==> config.mk <==
export PLATFORM = sky130hd
export DESIGN_NAME = vin_pixel_unpack
export DESIGN_NICKNAME = d
export VERILOG_FILES = /design/src/rtl/vin_pixel_unpack.sv
export SDC_FILE = /design/constraint.sdc
export NUM_CORES = 1
export LEC_CHECK = 0
export ABC_AREA = 1
export BUFFER_PORTS_ARGS = -buffer_cell sky130_fd_sc_hd__buf_2
export CORE_MARGIN = 2
export CORE_UTILIZATION = 35
export DETAILED_ROUTE_END_ITERATION = 12
export PLACE_DENSITY = 0.61
export SYNTH_ARGS = -nofsm -noshare
export SYNTH_HDL_FRONTEND = slang
export SYNTH_SLANG_ARGS = --single-unit
==> constraint.sdc <==
create_clock -name clk -period 2.7 [get_ports clk]
set_input_delay 0.675 -clock clk [delete_from_list [all_inputs] [get_ports clk]]
set_output_delay 0.675 -clock clk [all_outputs]
set_load 0.02 [all_outputs]
==> src/rtl/vin_pixel_unpack.sv <==
// FPD-Link pixel unpacker: three 7-bit lanes become 4-bit gray pixels, packed four per 16-bit word.
// Line and frame geometry are tracked from de/vs edges. Packed words leave through a 4-deep FIFO.
module vin_pixel_unpack #(
    parameter int H_ACT = 1600,
    parameter int V_ACT = 1200
) (
    input  logic        clk,
    input  logic        rst_n,
    input  logic        in_valid,
    input  logic [6:0]  lane_a,
    input  logic [6:0]  lane_b,
    input  logic [6:0]  lane_c,
    output logic        out_valid,
    input  logic        out_ready,
    output logic [15:0] out_data,
    output logic        out_sof,
    output logic        out_eol,
    output logic        err_overflow,
    output logic        err_timing,
    input  logic        err_clr
);
    localparam logic [11:0] H_CNT = 12'(H_ACT);
    localparam logic [11:0] V_CNT = 12'(V_ACT);

    logic [5:0]  red_q, green_q, blue_q;
    logic        de1_q, vs1_q, s1Valid_q;
    logic [3:0]  pix2_q;
    logic        de2_q, vs2_q, s2Valid_q;
    logic [8:0]  lumaSum;
    logic        unusedHs;

    logic        deHist_q, deHist_d, vsHist_q, vsHist_d;
    logic        synced_q, synced_d, sofPend_q, sofPend_d;
    logic [11:0] pixCnt_q, pixCnt_d, lineCnt_q, lineCnt_d, pixNext;
    logic [1:0]  packIdx_q, packIdx_d;
    logic [11:0] pack_q, pack_d;
    logic        push, timingSet;
    logic [17:0] pushWord;

    logic [17:0] fifoMem_q [4];
    logic [1:0]  wrPtr_q, rdPtr_q;
    logic [2:0]  count_q;
    logic        pop, full, doPush, overflowSet;
    logic        errOvf_q, errTiming_q;

    assign unusedHs = lane_c[4];

    always_ff @(posedge clk or negedge rst_n) begin
        if (!rst_n) begin
            red_q     <= '0;
            green_q   <= '0;
            blue_q    <= '0;
            de1_q     <= 1'b0;
            vs1_q     <= 1'b0;
            s1Valid_q <= 1'b0;
        end else if (in_valid) begin
            red_q     <= lane_a[5:0];
            green_q   <= {lane_b[4:0], lane_a[6]};
            blue_q    <= {lane_c[3:0], lane_b[6:5]};
            de1_q     <= lane_c[6];
            vs1_q     <= lane_c[5];
            s1Valid_q <= 1'b1;
        end
    end

    // 2r + 5g + b peaks at 504, so 9 bits suffice. The pixel is bits [5:2] of y6 = sum >> 3.
    assign lumaSum = {2'b00, red_q, 1'b0} + {1'b0, green_q, 2'b00} + {3'b000, green_q} + {3'b000, blue_q};

    always_ff @(posedge clk or negedge rst_n) begin
        if (!rst_n) begin
            pix2_q    <= '0;
            de2_q     <= 1'b0;
            vs2_q     <= 1'b0;
            s2Valid_q <= 1'b0;
        end else if (in_valid) begin
            pix2_q    <= 4'(lumaSum >> 5);
            de2_q     <= de1_q;
            vs2_q     <= vs1_q;
            s2Valid_q <= s1Valid_q;
        end
    end

    // No word is written until the first vs rise after reset, so a mid-frame reset resynchronises cleanly.
    always_comb begin
        deHist_d  = deHist_q;
        vsHist_d  = vsHist_q;
        synced_d  = synced_q;
        sofPend_d = sofPend_q;
        pixCnt_d  = pixCnt_q;
        lineCnt_d = lineCnt_q;
        packIdx_d = packIdx_q;
        pack_d    = pack_q;
        pixNext   = '0;
        push      = 1'b0;
        pushWord  = '0;
        timingSet = 1'b0;
        if (in_valid && s2Valid_q) begin
            deHist_d = de2_q;
            vsHist_d = vs2_q;
            if (vs2_q && !vsHist_q) begin
                timingSet = synced_q && (lineCnt_q != V_CNT);
                synced_d  = 1'b1;
                lineCnt_d = '0;
                pixCnt_d  = '0;
                packIdx_d = '0;
                sofPend_d = 1'b1;
            end else if (de2_q) begin
                pixNext  = deHist_q ? pixCnt_q + 12'd1 : 12'd1;
                pixCnt_d = pixNext;
                if (packIdx_q == 2'd3) begin
                    push      = synced_q;
                    pushWord  = {pix2_q, pack_q, sofPend_q, pixNext == H_CNT};
                    packIdx_d = '0;
                    if (synced_q) begin
                        sofPend_d = 1'b0;
                    end
                end else begin
                    case (packIdx_q)
                        2'd0:    pack_d[3:0]  = pix2_q;
                        2'd1:    pack_d[7:4]  = pix2_q;
                        2'd2:    pack_d[11:8] = pix2_q;
                        default: ;
                    endcase
                    packIdx_d = packIdx_q + 2'd1;
                end
            end else if (deHist_q) begin
                timingSet = synced_q && ((pixCnt_q != H_CNT) || (packIdx_q != 2'd0));
                lineCnt_d = lineCnt_q + 12'd1;
                packIdx_d = '0;
            end
        end
    end

    always_ff @(posedge clk or negedge rst_n) begin
        if (!rst_n) begin
            deHist_q  <= 1'b0;
            vsHist_q  <= 1'b0;
            synced_q  <= 1'b0;
            sofPend_q <= 1'b0;
            pixCnt_q  <= '0;
            lineCnt_q <= '0;
            packIdx_q <= '0;
            pack_q    <= '0;
        end else begin
            deHist_q  <= deHist_d;
            vsHist_q  <= vsHist_d;
            synced_q  <= synced_d;
            sofPend_q <= sofPend_d;
            pixCnt_q  <= pixCnt_d;
            lineCnt_q <= lineCnt_d;
            packIdx_q <= packIdx_d;
            pack_q    <= pack_d;
        end
    end

    assign full        = (count_q == 3'd4);
    assign pop         = (count_q != 3'd0) && out_ready;
    assign doPush      = push && (!full || pop);
    assign overflowSet = push && full && !pop;

    always_ff @(posedge clk or negedge rst_n) begin
        if (!rst_n) begin
            for (int i = 0; i < 4; i++) begin
                fifoMem_q[i] <= '0;
            end
            wrPtr_q <= '0;
            rdPtr_q <= '0;
            count_q <= '0;
        end else begin
            if (doPush) begin
                fifoMem_q[wrPtr_q] <= pushWord;
                wrPtr_q            <= wrPtr_q + 2'd1;
            end
            if (pop) begin
                rdPtr_q <= rdPtr_q + 2'd1;
            end
            case ({doPush, pop})
                2'b10:   count_q <= count_q + 3'd1;
                2'b01:   count_q <= count_q - 3'd1;
                default: count_q <= count_q;
            endcase
        end
    end

    // A same-cycle set wins over err_clr.
    always_ff @(posedge clk or negedge rst_n) begin
        if (!rst_n) begin
            errOvf_q    <= 1'b0;
            errTiming_q <= 1'b0;
        end else begin
            errOvf_q    <= (errOvf_q & ~err_clr) | overflowSet;
            errTiming_q <= (errTiming_q & ~err_clr) | timingSet;
        end
    end

    assign out_valid                    = (count_q != 3'd0);
    assign {out_data, out_sof, out_eol} = fifoMem_q[rdPtr_q];
    assign err_overflow                 = errOvf_q;
    assign err_timing                   = errTiming_q;
endmodule

==> out/metrics.cfg <==
[yosys]
synth-edff-count = 0
syn_inst = 955
ys_ff_latch = 151
synthesis.area_um2 = 7660
synth_most_common_cell = nand2_1
postSynthAreaPerCell_um2 = 8.02
synth_top_area_share = 0.493
synth-main-ff-cell = dfrtp_1
ys_types = 35
syn_nets = 1012
async_flop_share = 1.00
netlist_top_cells_area = dfrtp_1, nand2_1, o21ai_0
yosys-top-cells-count = nand2_1, dfrtp_1, inv_1
seq_area_frac_synth = 0.493
synth_top_area_cell = dfrtp_1
ys.warnings.count = 0

[cells_and_area]
fin_nets = 1064
drive_gt1_frac = 0.112
regArea_um2 = 3780
final_util = 0.406
stdcell_count = 1300
area_delta_synth_final_pct = 15.0
multi_input_area_um2 = 3330
diodes = 0
fillers = 2211

[setup_path]
startpoint = green_q[1]
cp.required_ps = 3000
cp_max_fo = 2
critical_path_class = reg -> reg
arrival_ps = 2790
r2r_start = green_q[1]
startpoint_type = register
end_kind = register

[job]
maxCapViolations = 0

[placement]
routabilityCongestion = 0.898
port_buffers = 45
hpwl_mm = 12.0
dp.cells = 1268

[floorplanning]
die_area_um2 = 23100
rows = 54
initial_utilization = 0.353
floorplan.io_pins = 47
die_w_um = 152
die_h_um = 152
core_area_um2 = 21700

[timing]
fin_crit_sh = 0.922
fin_worst_skew_ps = 10.1
hold_viol_final = 0
rsz0062_at_grt = no
worst_pin_slew_ps = 631
slew_headroom = 0.576
tns_ps = 0
fmax_ghz = 0.402
setup_violations = 0
period_needed_ps = 2490
drv_slew = 0

[cts]
cts.sinks = 151
ctsHoldBuffers = 0
h-tree-depth = 4
cts_tree = built
clock_latency_ps = 430
clk_path_buf_depth = 2
cts_root_buf = clkbuf_16
cts_buffers = 17
clk_pin_slew_ps = 70

[routing]
vias = 6222
postRouteAntennaNets = 0
drtIter0Drc = 309
drt_first_pass_iters = 5
wl_per_cell_um = 13.8
via_per_inst = 4.79
drc = 0
drt-total-wl_mm = 17.9

[min_path]
min_path_type = in -> async

[grt]
grt_max_degree = 66
grt_pass1_wl_mm = 30.5
antenna_found_initial = 0
overflow = 0
grt_usage = 0.160
grt_pass1_vias = 6162

[power]
pwr_density_cell_nw_per_um2 = 827
p_leak_nw = 4.49
ir_drop_uv = 397

[run_status]
outcome = finished, final reports clean

==> report_power, final <==
| part | leakage (nW) | internal [W] | switching (W) |
|---|---|---|---|
| Combinational | 2.20 | 0.000765 | 0.00148 |
| Clock | 0.283 | 0.00135 | 0.000989 |
| Sequential | 2.00 | 0.00252 | 0.000180 |
| Total | 4.49 | 0.00464 | 0.00265 |
==> worst max-delay path, cell delays in order, from the launching register on <==
cell	delay (ps)
dfrtp_1	370
inv_1	80
fa_1	500
inv_1	50
fa_1	450
ha_1	300
inv_1	40
o21bai_1	170
nand4_1	120
nand2_1	80
nand2_1	50
nand3_1	60
o21ai_0	80
==> cell type report <==
cell class	instances	area share
clock buffer	20	0.0529
inverter	101	0.0443
clock inverter	12	0.0132
tap	280	0.0397
multi-input combinational	673	0.378
sequential	151	0.429
timing repair buffer	63	0.0430
==> registers in the layout (all words and copies together) (netlist names), 2 cells and up <==
name,cells
packIdx_q,2
green_q,6
pack_q,12
blue_q,6
wrPtr_q,2
count_q,3
red_q,6
fifoMem_q,72
pixCnt_q,12
pix2_q,4
rdPtr_q,2
lineCnt_q,12
==> path summary, 6_finish.rpt <==
check	endpoint	slack [ps]	depth (start not counted)
setup / recovery	pix2_q[3]	210	12
hold / removal	lineCnt_q[3]	170	1
setup reg to reg	pix2_q[3]	210	12
hold reg to reg	fifoMem_q[22]	460	2
max in group asynchronous	fifoMem_q[14]	1860	2
min in group clk	err_timing	450	2
==> cells by family (layout without fill, tap and decap cells) <==
logic type                 after synthesis  count (layout)  share of synthesized area
AOI/OAI and AO/OA                      130             130                     0.0918
xor gates and xnor gates                10              10                     0.0114
adders and majority gates               31              31                     0.0604
buffers and inverters                  131             196                     0.0740
DFF                                    151             151                      0.493
and+or+nand+nor                        502             502                      0.269
==> routing by layer <==
| layer | GRT usage | part of all wire |
|---|---|---|
| met5 | 0 | 0 |
| met4 | 0.0441 | 0.0084 |
| met3 | 0.0328 | 0.038 |
| met2 | 0.263 | 0.48 |
| met1 | 0.215 | 0.47 |
==> placed cells by master, fill, tap and decap left out, types with 14 or more instances in the layout <==
| cell type | n |
|---|---|
| nand2_1 | 342 |
| dfrtp_1 | 151 |
| inv_1 | 91 |
| o21ai_0 | 83 |
| nor2_1 | 82 |
| buf_2 | 44 |
| nand3_1 | 33 |
| o22ai_1 | 27 |
| ha_1 | 20 |
| clkbuf_16 | 17 |
| buf_4 | 17 |
| nor3_1 | 14 |
==> stage by stage <==
| stage | setup WS [ps] | area, um^2 | hold WS, ps | total power, W |
|---|---|---|---|---|
| after detailed placement | 97.3 | 8220 | 452 | 0.00499 |
| after global routing | 17.5 | 8810 | 188 | 0.00779 |
| final | 211 | 8810 | 167 | 0.00729 |
| after global placement | 151 | 8220 | 448 | 0.00495 |
| after CTS | 75.1 | 8800 | 171 | 0.00736 |
| after floorplan | 294 | 7660 | 379 | 0.00427 |
==> what timing repair did <==
item                                    in CTS  in global routing
hold endpoints to repair                     0                  0
setup buffers                                0                  0
resized for setup                            0                  4
endpoints found under the setup margin       0                  3
Power figures use the tool's default switching activity.
